==> config.mk <==
export PLATFORM = sky130hd
export DESIGN_NAME = e203_sram_icb_ctrl
export DESIGN_NICKNAME = d
export VERILOG_FILES = /design/src/rtl/e203_sram_icb_ctrl.sv
export SDC_FILE = /design/constraint.sdc
export NUM_CORES = 1
export LEC_CHECK = 0
export CORE_MARGIN = 2
export CORE_UTILIZATION = 46
export CTS_CLUSTER_SIZE = 14
export DETAILED_ROUTE_END_ITERATION = 7
export HOLD_SLACK_MARGIN = 0.12
export MAX_ROUTING_LAYER = met4
export PLACE_DENSITY = 0.87
export SYNTH_ARGS = -nofsm -noshare
export SYNTH_HDL_FRONTEND = slang
export SYNTH_SLANG_ARGS = --single-unit
==> constraint.sdc <==
create_clock -name clk -period 5.6 [get_ports clk]
set_clock_uncertainty 0.05 [all_clocks]
set_input_delay 1.68 -clock clk [delete_from_list [all_inputs] [get_ports clk]]
set_output_delay 1.68 -clock clk [all_outputs]
set_load 0.05 [all_outputs]
==> src/rtl/e203_sram_icb_ctrl.sv <==
// ICB-to-SRAM initiator: single-beat ICB commands become TCM SRAM macro accesses, in-order responses.
// Latency: SRAM strobes in the handshake cycle, response one cycle later when the response buffer is empty.
// Backpressure: a 2-entry response buffer absorbs rsp_ready=0; cmd_ready drops once two responses are owed.
// Ports: i_icb_cmd_* (command in), i_icb_rsp_* (response out), ram_* (SRAM macro port with
//        1-cycle read latency on ram_dout), ram_ls/ram_ds/ram_sd (power pins), clk/rst_n.
module e203_sram_icb_ctrl #(
    parameter int AW          = 16,
    parameter int IDLE_LS_CYC = 8
) (
    input  logic          clk,
    input  logic          rst_n,
    input  logic          i_icb_cmd_valid,
    output logic          i_icb_cmd_ready,
    input  logic [31:0]   i_icb_cmd_addr,
    input  logic          i_icb_cmd_read,
    input  logic [31:0]   i_icb_cmd_wdata,
    input  logic [3:0]    i_icb_cmd_wmask,
    output logic          i_icb_rsp_valid,
    input  logic          i_icb_rsp_ready,
    output logic [31:0]   i_icb_rsp_rdata,
    output logic          i_icb_rsp_err,
    output logic          ram_cs,
    output logic          ram_we,
    output logic [AW-1:0] ram_addr,
    output logic [3:0]    ram_wem,
    output logic [31:0]   ram_din,
    input  logic [31:0]   ram_dout,
    output logic          ram_ls,
    output logic          ram_ds,
    output logic          ram_sd
);

    localparam int ICW = $clog2(IDLE_LS_CYC + 1);

    typedef struct packed {
        logic        err;
        logic [31:0] rdata;
    } rsp_t;

    typedef enum logic {ST_ACTIVE, ST_LS} state_t;

    logic           s1_vld_q, s1_read_q, s1_err_q;
    logic [1:0]     fifo_cnt_q, fifo_cnt_d;
    rsp_t           fifo_q [2];
    logic           wptr_q, rptr_q;
    state_t         state_q;
    logic [ICW-1:0] idle_cnt_q;

    logic       in_range, cmd_hs, fifo_empty, push, pop, idle_cyc;
    logic [1:0] owed;
    rsp_t       s1_rsp, rsp;
    logic       unused_addr_lsb;

    assign unused_addr_lsb = ^i_icb_cmd_addr[1:0];

    // Credits use only registered state, so a pop frees its slot one cycle later.
    assign owed            = {1'b0, s1_vld_q} + fifo_cnt_q;
    assign i_icb_cmd_ready = (state_q == ST_ACTIVE) && (owed < 2'd2);
    assign cmd_hs          = i_icb_cmd_valid & i_icb_cmd_ready;
    assign in_range        = (i_icb_cmd_addr[31:AW+2] == '0);

    // Out-of-range commands never touch the macro but still flow through s1.
    assign ram_cs   = cmd_hs & in_range;
    assign ram_we   = ram_cs & ~i_icb_cmd_read;
    assign ram_wem  = ram_we ? i_icb_cmd_wmask : 4'h0;
    assign ram_addr = i_icb_cmd_addr[AW+1:2];
    assign ram_din  = i_icb_cmd_wdata;
    assign ram_ds   = 1'b0;
    assign ram_sd   = 1'b0;

    // ram_dout is only meaningful in the cycle after a read strobe, i.e. while s1 holds that read.
    assign s1_rsp.err   = s1_err_q;
    assign s1_rsp.rdata = (s1_read_q & ~s1_err_q) ? ram_dout : 32'h0;

    assign fifo_empty = (fifo_cnt_q == 2'd0);
    // s1 bypasses the buffer only when nothing older is queued and the consumer can take it now.
    assign push       = s1_vld_q & (~fifo_empty | ~i_icb_rsp_ready);
    assign pop        = ~fifo_empty & i_icb_rsp_ready;

    assign rsp             = fifo_empty ? s1_rsp : fifo_q[rptr_q];
    assign i_icb_rsp_valid = fifo_empty ? s1_vld_q : 1'b1;
    assign i_icb_rsp_rdata = rsp.rdata;
    assign i_icb_rsp_err   = rsp.err;

    always_comb begin
        fifo_cnt_d = fifo_cnt_q;
        case ({push, pop})
            2'b10:   fifo_cnt_d = fifo_cnt_q + 2'd1;
            2'b01:   fifo_cnt_d = fifo_cnt_q - 2'd1;
            default: fifo_cnt_d = fifo_cnt_q;
        endcase
    end

    always_ff @(posedge clk or negedge rst_n) begin
        if (!rst_n) begin
            s1_vld_q   <= 1'b0;
            s1_read_q  <= 1'b0;
            s1_err_q   <= 1'b0;
            fifo_cnt_q <= 2'd0;
            wptr_q     <= 1'b0;
            rptr_q     <= 1'b0;
            fifo_q[0]  <= '0;
            fifo_q[1]  <= '0;
        end else begin
            s1_vld_q   <= cmd_hs;
            s1_read_q  <= cmd_hs & i_icb_cmd_read;
            s1_err_q   <= cmd_hs & ~in_range;
            fifo_cnt_q <= fifo_cnt_d;
            if (push) begin
                fifo_q[wptr_q] <= s1_rsp;
                wptr_q         <= ~wptr_q;
            end
            if (pop) begin
                rptr_q <= ~rptr_q;
            end
        end
    end

    assign idle_cyc = ~i_icb_cmd_valid & ~s1_vld_q & fifo_empty;

    // Light-sleep FSM; ram_ls is the registered state itself.
    always_ff @(posedge clk or negedge rst_n) begin
        if (!rst_n) begin
            state_q    <= ST_ACTIVE;
            idle_cnt_q <= '0;
        end else begin
            case (state_q)
                ST_ACTIVE: begin
                    if (idle_cyc) begin
                        if (idle_cnt_q == ICW'(IDLE_LS_CYC - 1)) begin
                            state_q    <= ST_LS;
                            idle_cnt_q <= '0;
                        end else begin
                            idle_cnt_q <= idle_cnt_q + 1'b1;
                        end
                    end else begin
                        idle_cnt_q <= '0;
                    end
                end
                ST_LS: begin
                    // One wake cycle: the command is accepted no earlier than the following cycle.
                    if (i_icb_cmd_valid) begin
                        state_q    <= ST_ACTIVE;
                        idle_cnt_q <= '0;
                    end
                end
                default: begin
                    state_q    <= ST_ACTIVE;
                    idle_cnt_q <= '0;
                end
            endcase
        end
    end

    assign ram_ls = (state_q == ST_LS);

endmodule
After elaboration in Yosys (flattened, before gate mapping)
Index checks and enable logic that the tools add are counted.
W data, S select, Z words.
Storage, ports and cells
  register bits: 78
  input port bits: 105
  output and inout port bits: 92
  logic and storage cells: 71
Operators by class
  $add $sub $neg: 4
  order comparisons: 4
  equal/unequal tests: 4
  multiplexer cells: 19
  bitwise logic cells: 23
  reductions and logical operators: 5
Operators with widths (number)
  $mux W33: 5
  $bwmux W66: 1
  $demux W33 S1: 1
  $mux W32: 1
  $mux W4: 4
  $logic_not A14 Y1: 1
  $and A1 B1 Y1: 10
  $not A1 Y1: 10
  $pmux W4 S2: 1
  $add A4 B1 Y4 const B: 1
  $eq A4 B3 Y1 const B: 1
  $ge A2 B2 Y1 const B: 2
  $mux W1: 4
  $not A1 Y2: 2
  $pmux W2 S2: 1
  $add A1 B2 Y2: 1
  $add A2 B1 Y2 const B: 1
  $eq A2 B1 Y1 const B: 1
  $eq A2 B2 Y1 const B: 1
  $logic_and A1 B1 Y1: 2
  $logic_not A2 Y1: 1
  $lt A2 B1 Y1 const B: 1
  $lt A2 B2 Y1 const B: 1
  $ne A2 B2 Y1 const B: 1
  other kinds (4): 4

Longest topological paths before layout
Gate-level depths: netlist (run 1).
  word-level depth: 7
  depth in mapped cells: 7
  gate-level depth less buffers: 6

Least setup slack after synthesis (run 1)
Ideal clock, no wire load.
  path kind: input port to output port
  start point: input i_icb_cmd_addr[19]
  end point: output ram_wem[0]
  data arrival time: 3.656 ns
  slack: 0.214 ns
  stages on the path: 3
  buffers on the path: 0
  path through: nor4_1 > nand4_1 > nor4_1
Between the ends
  longest elaborated chain between the ends: 4
RTL lines
  start, declared: line 14  | input logic [31:0] i_icb_cmd_addr,
  $logic_not A14 Y1: line 60  | assign in_range = (i_icb_cmd_addr[31:AW+2] == '0);
  $and A1 B1 Y1: line 63  | assign ram_cs = cmd_hs & in_range;
  $and A1 B1 Y1: line 64  | assign ram_we = ram_cs & ~i_icb_cmd_read;
  $mux W4: line 65  | assign ram_wem = ram_we ? i_icb_cmd_wmask : 4'h0;
  end, declared: line 25  | output logic [3:0] ram_wem,
No other way between the ends.

Final worst setup path (run 1)
  start point: input i_icb_cmd_valid
  end point: output ram_wem[2]
Between the ends
  longest elaborated chain between the ends: 4
RTL lines
  start, declared: line 12  | input logic i_icb_cmd_valid,
  $and A1 B1 Y1: line 59  | assign cmd_hs = i_icb_cmd_valid & i_icb_cmd_ready;
  $and A1 B1 Y1: line 63
  $and A1 B1 Y1: line 64
  $mux W4: line 65
No other way between the ends.

==> results of run 1 <==
==> stage by stage <==
step                area, um^2  std cells
detailed placement        5140        568
global route              5390        584
CTS                       5390        584
global placement          5140        568
floorplan                 4470        416
finish                    5390        584
==> metal layers <==
metal	GRT usage	part of all wire	wire length, um
met5	-	0	0
met4	0.0492	0.0094	83
met3	0.0427	0.052	457
met2	0.306	0.51	4490
met1	0.224	0.43	3840
==> synthesized netlist by cell type <==
| master | instances | area share |
|---|---|---|
| buf_4 | 53 | 0.089 |
| and3_1 | 1 | 0.0014 |
| mux2i_1 | 33 | 0.074 |
| a211o_1 | 2 | 0.0039 |
| buf_6 | 4 | 0.010 |
| mux2_1 | 2 | 0.0050 |
| nor2_1 | 5 | 0.0042 |
| and2_1 | 32 | 0.045 |
| nor3b_1 | 1 | 0.0017 |
| mux2_2 | 64 | 0.16 |
| a211oi_2 | 1 | 0.0028 |
| nor3_1 | 2 | 0.0022 |
| o31a_2 | 1 | 0.0022 |
| nand2_1 | 5 | 0.0042 |
| and3b_1 | 1 | 0.0020 |
| a31oi_1 | 1 | 0.0014 |
| or4_4 | 1 | 0.0025 |
| a21o_2 | 1 | 0.0020 |
| a21o_1 | 1 | 0.0017 |
| nor2_2 | 1 | 0.0014 |
| clkbuf_1 | 14 | 0.012 |
| conb_1 | 1 | 0.00084 |
| xor2_1 | 2 | 0.0039 |
| o21ai_0 | 34 | 0.038 |
| nand4_1 | 2 | 0.0028 |
| inv_1 | 10 | 0.0084 |
| nor4_1 | 7 | 0.0098 |
| nand3_1 | 35 | 0.039 |
| dfrtp_1 | 78 | 0.44 |
| buf_2 | 5 | 0.0056 |
| ha_1 | 2 | 0.0056 |
| buf_1 | 1 | 0.00084 |
| nor2b_1 | 4 | 0.0056 |
| a21oi_1 | 4 | 0.0045 |
| xnor2_1 | 3 | 0.0059 |
| or4_1 | 1 | 0.0017 |
==> registers in the layout, indices dropped and copies added, names as in the netlist <==
signal,cells
s1_err_q,1
wptr_q,1
s1_read_q,1
s1_vld_q,1
fifo_cnt_q,2
rptr_q,1
ram_ls,1
fifo_q,66
idle_cnt_q,4
==> layout make-up <==
| type | instances | area share |
|---|---|---|
| clock inverters | 3 | 0.0167 |
| multi-input cells | 251 | 0.367 |
| inverters | 10 | 0.00697 |
| clock buffers | 13 | 0.0295 |
| repair buffers | 100 | 0.188 |
| well taps | 129 | 0.0300 |
| flip-flops and latches | 78 | 0.363 |
==> path summary, 6_finish.rpt <==
path	from	endpoint	slack [ns]	cells past startpoint
min reg2reg	fifo_q[65]	fifo_q[65]	0.45	1
min	fifo_q[65]	fifo_q[65]	0.45	1
min in group asynchronous	rst_n	s1_vld_q	1.44	1
max	i_icb_cmd_valid	ram_wem[2]	0.46	5
max in group asynchronous	rst_n	rptr_q	3.41	1
max reg2reg	fifo_cnt_q[1]	fifo_q[19]	2.37	5
==> power by group through the flow <==
stage / combinational (uW) / sequential [uW] / clock, uW
global placement: 1160 / 907 / 0
finish: 1170 / 907 / 518
global route: 1260 / 936 / 556
floorplan: 1030 / 814 / 0
detailed placement: 1190 / 923 / 0
CTS: 1190 / 911 / 532
==> logic make-up (layout without fill, tap and decap cells) <==
group	count (synthesis)	in the layout	share of synthesized area
buf+inv	87	126	0.126
simple gates	98	98	0.124
xor+xnor	5	5	0.00981
fa+ha+maj	2	2	0.00560
compound gates	45	45	0.0566
other cells	1	2	0.000840
mux	99	99	0.240
flops	78	78	0.437
==> impl_metrics.env, run 1 <==
export IMPL_run_status="completed"
export IMPL_power_total_uw=2600
export IMPL_num_rows=35
export IMPL_fin_nets=557
export IMPL_start_util=0.479
export IMPL_timing_hold_ws_ns=0.446
export IMPL_critPathTopFamily="buffers and inverters"
export IMPL_cp_data_required_time_ns=3.87
export IMPL_wire_per_inst_um=15.2
export IMPL_syn_avg_cell_area_um2=10.8
export IMPL_drv_cap=0
export IMPL_n_fill_cell=802
export IMPL_ctsHoldBuffers=0
export IMPL_p_switching_uw=1040
export IMPL_start_kind="input pin"
export IMPL_areaGrowthSynthToFinish_pct=20.7
export IMPL_synth_area_um2=4460
export IMPL_clkTransAtPathRegs_ns=0.08
export IMPL_setup_viol=0
export IMPL_relSlewSlack=0.293
export IMPL_p_leak_uw=0.00244
export IMPL_power_frac_clock=0.199
export IMPL_cts_max_level=3
export IMPL_fmax_mhz=195
export IMPL_rsz0062_at_grt="false"
export IMPL_cts_buffer_depth=2
export IMPL_crit_slowest_cell="clkdlybuf4s50_1"
export IMPL_max_stage_delay_ns=0.60
export IMPL_die_area_um2=10500
export IMPL_seq_power_share=0.349
export IMPL_drv_slew=0
export IMPL_grt_pass1_vias=3134
export IMPL_ff_latch_area_um2=1950
export IMPL_postCtsSetupBuffers=0
export IMPL_period_share=0.917
export IMPL_yosys_warnings=0
export IMPL_gp_congestion=0.733
export IMPL_yosysUniqueCellTypes=36
export IMPL_syn_inst=415
export IMPL_power_internal_uw=1560
export IMPL_power_density_nw_per_um2=483
export IMPL_final_util=0.577
export IMPL_diodes=0
export IMPL_ys_seq_area_frac=0.437
export IMPL_grt_max_degree=79
export IMPL_worst_slack_ns=0.463
export IMPL_synth_seq_cells=78
export IMPL_path_buf_inv=3
export IMPL_io_buffers=96
export IMPL_cts_sinks=78
export IMPL_clock_latency_ns=0.34
export IMPL_multiInputGateArea_um2=1970
export IMPL_fp_dieW_um=103
export IMPL_finalSetupTns_ns=0
export IMPL_min_period_ns=5.14
export IMPL_worstPathCellList="clkdlybuf4s50_1 > inv_1 > a211o_1 > nor4_1 > buf_12"
export IMPL_drtPass1Iterations=4
export IMPL_vdd_ir_drop_max_mv=0.331
export IMPL_cts_made_buffers=9
export IMPL_grt_overflow=0
export IMPL_wl_mm=8.87
export IMPL_core_um2=9330
export IMPL_comb_power_share=0.452
export IMPL_layout_common_cells="clkdlybuf4s50_1 (89), dfrtp_1 (77), mux2_2 (64)"
export IMPL_post_drt_via_cell_ratio=5.23
export IMPL_drive_gt1_frac=0.211
export IMPL_grt_pass1_wl_mm=14.6
export IMPL_hpwl_mm=6.02
export IMPL_critPathArrivalTime_ns=3.41
export IMPL_pin_count=197
export IMPL_cts_root_buf="clkbuf_8"
export IMPL_cp_end_kind="output pin"
export IMPL_route_antenna_remaining_nets=0
export IMPL_dieHeight_um=103
export IMPL_hold_viol=0
export IMPL_hold_path_class="reg -> reg"
export IMPL_grt_usage=0.183
export IMPL_critPathKind="in -> out"
export IMPL_drcViolationCount=0
export IMPL_antenna_found_initial=0
export IMPL_pre_cts_slack_ns=0.453
export IMPL_p_sw_frac=0.400
export IMPL_cts_tree="done"
export IMPL_drt_iter0_markers=116
export IMPL_final_common_cell="clkdlybuf4s50_1"
export IMPL_ctsResizeCount=0
export IMPL_worstPathMaxFanout=8
export IMPL_via_count=3053
export IMPL_worstMarginPinSlew_ns=1.06
(Power assumes the default switching activity.)
==> inputs of run 2 (changes only) <==
Settings changed: CORE_ASPECT_RATIO set to 2, GPL_TIMING_DRIVEN set to 0.
==> run 2 against run 1 <==
Compared with the run above: register-to-register slack improved by 1.2 ns; non-clock buffer count rose by 122; worst setup slack got worse by 0.30 ns; first-iteration DRC count rose by 79%; die area rose by 0.45%; fmax fell by 5.4%; hold slack got worse by 0.0075 ns; wire length rose by 33%; final cell count rose by 17%; utilization rose by 10 points; sequential share of layout area fell by 5.5 points; global-route usage rose by 5.6 points; critical endpoint is now ram_cs.
==> impl_metrics.env, run 2 (synthesis gave the netlist of run 1 again) <==
export IMPL_wire_per_inst_um=17.3
export IMPL_period_share=0.970
export IMPL_grt_usage=0.239
export IMPL_clock_latency_ns=0.34
export IMPL_cp_data_required_time_ns=3.87
export IMPL_ff_latch_area_um2=1950
export IMPL_reg2reg_slack_ns=3.58
export IMPL_io_buffers=144
export IMPL_pin_count=197
export IMPL_via_count=3699
export IMPL_grt_pass1_vias=3990
export IMPL_run_status="completed"
export IMPL_reg2reg_from="fifo_cnt_q[1]"
export IMPL_cts_buffer_depth=2
export IMPL_cts_root_buf="clkbuf_16"
export IMPL_wl_mm=11.8
export IMPL_cts_tree="done"
export IMPL_diodes=0
export IMPL_final_util=0.677
export IMPL_hold_viol=0
export IMPL_areaGrowthSynthToFinish_pct=42.3
export IMPL_power_total_uw=2860
export IMPL_drv_slew=0
export IMPL_ctsResizeCount=3
export IMPL_drtPass1Iterations=4
export IMPL_largestRegisters="fifo_q x66, idle_cnt_q x4, fifo_cnt_q x2"
export IMPL_cts_made_buffers=9
export IMPL_p_leak_uw=0.00299
export IMPL_cts_sinks=78
export IMPL_grt_overflow=0
export IMPL_top_register="fifo_q"
export IMPL_min_period_ns=5.43
export IMPL_drv_cap=0
export IMPL_min_from="fifo_q[65]"
export IMPL_final_common_cell="clkdlybuf4s50_1"
export IMPL_worstPathMaxFanout=8
export IMPL_dieHeight_um=143
export IMPL_multiInputGateArea_um2=1950
export IMPL_drt_iter0_markers=208
export IMPL_fp_dieW_um=73.7
export IMPL_hpwl_mm=9.00
export IMPL_setup_viol=0
export IMPL_vdd_ir_drop_max_mv=0.322
export IMPL_n_fill_cell=722
export IMPL_fin_nets=679
export IMPL_r2r_end="fifo_q[57]"
export IMPL_fmax_mhz=184
export IMPL_start_kind="input pin"
export IMPL_ctsHoldBuffers=0
export IMPL_num_rows=50
export IMPL_postCtsSetupBuffers=0
export IMPL_instances_no_fill=681
export IMPL_relSlewSlack=0.590
export IMPL_grt_max_degree=77
export IMPL_rsz0062_at_grt="false"
export IMPL_die_area_um2=10600
export IMPL_antenna_found_initial=0
export IMPL_critPathKind="in -> out"
export IMPL_rr_worst_depth=4
export IMPL_core_um2=9380
export IMPL_drive_gt1_frac=0.256
export IMPL_cp_end_kind="output pin"
export IMPL_cts_max_level=3
export IMPL_critPathArrivalTime_ns=3.70
export IMPL_layout_common_cells="clkdlybuf4s50_1 (138), dfrtp_1 (78), mux2_2 (64)"
export IMPL_gp_congestion=0.830
export IMPL_hold_path_class="reg -> reg"
export IMPL_start_util=0.476
export IMPL_power_density_nw_per_um2=449
export IMPL_whs_path_depth=1
export IMPL_min_to="fifo_q[65]"
export IMPL_route_antenna_remaining_nets=0
export IMPL_drcViolationCount=0
export IMPL_dp_cells=665
export IMPL_worstMarginPinSlew_ns=0.614
export IMPL_largest_register_ffs=66
export IMPL_grt_pass1_wl_mm=18.6
export IMPL_clkTransAtPathRegs_ns=0.05
export IMPL_post_drt_via_cell_ratio=5.43
run 2: cell count changes in the layout (fill, tap and decap cells not counted), moves of 2 or more:
cell	delta
buf_6	+4
clkdlybuf4s50_1	+49
buf_12	-3
bufinv_16	-3
clkbuf_8	-8
dlymetal6s2s_1	+2
clkbuf_1	+13
dlygate4sd2_1	+3
clkinv_2	+2
clkbuf_16	+9
buf_4	+46
buf_2	+5
run 2: per-stage QoR:
step	hold WS [ns]	instance area, um^2	worst slack [ns]	setup TNS [ns]
2_1_floorplan	0.407	4470	0.214	0
3_3_place_gp	0.416	6040	0.0264	0
6_report	0.438	6350	0.168	0
5_1_grt	0.465	6350	0.0399	0
4_1_cts	0.441	6350	0.00106	0
3_5_place_dp	0.428	6060	-0.0418	-0.0786
run 2: cell type report:
type,instances,area share
inverters,10,0.00591
repair buffers,145,0.231
clock buffers,13,0.0425
plain buffers,77,0.0825
clock inverters,3,0.00276
flip-flops and latches,78,0.307
well taps,104,0.0205
multi-input cells,251,0.308
run 2: power breakdown:
part | internal [uW] | switching (uW) | total [uW]
clock | 335 | 217 | 552
combinational | 582 | 881 | 1460
sequential | 739 | 101 | 840
run 2: routing by layer:
metal  global-route usage  vias up  share of wire
li1                     -     1700              -
met1                0.234     1798           0.35
met2                0.439      180           0.57
met3               0.0379       21          0.056
met4                0.120        0          0.029
met5                    -        -              0
run 2: worst max path at each step:
stage / startpoint / endpoint / slack, ns
3_5_place_dp: i_icb_cmd_valid / ram_wem[2] / -0.04
2_1_floorplan: i_icb_cmd_addr[19] / ram_wem[0] / 0.21
5_1_grt: i_icb_cmd_addr[19] / ram_cs / 0.04
6_report: i_icb_cmd_valid / ram_cs / 0.17
3_3_place_gp: i_icb_cmd_valid / ram_wem[3] / 0.03
4_1_cts: i_icb_cmd_valid / ram_wem[3] / 0.001
run 2: critical path: stages:
cell	delay (ns)
clkdlybuf4s50_1	0.61
inv_1	0.07
a211o_1	0.37
nor2_1	0.14
clkdlybuf4s50_1	0.82
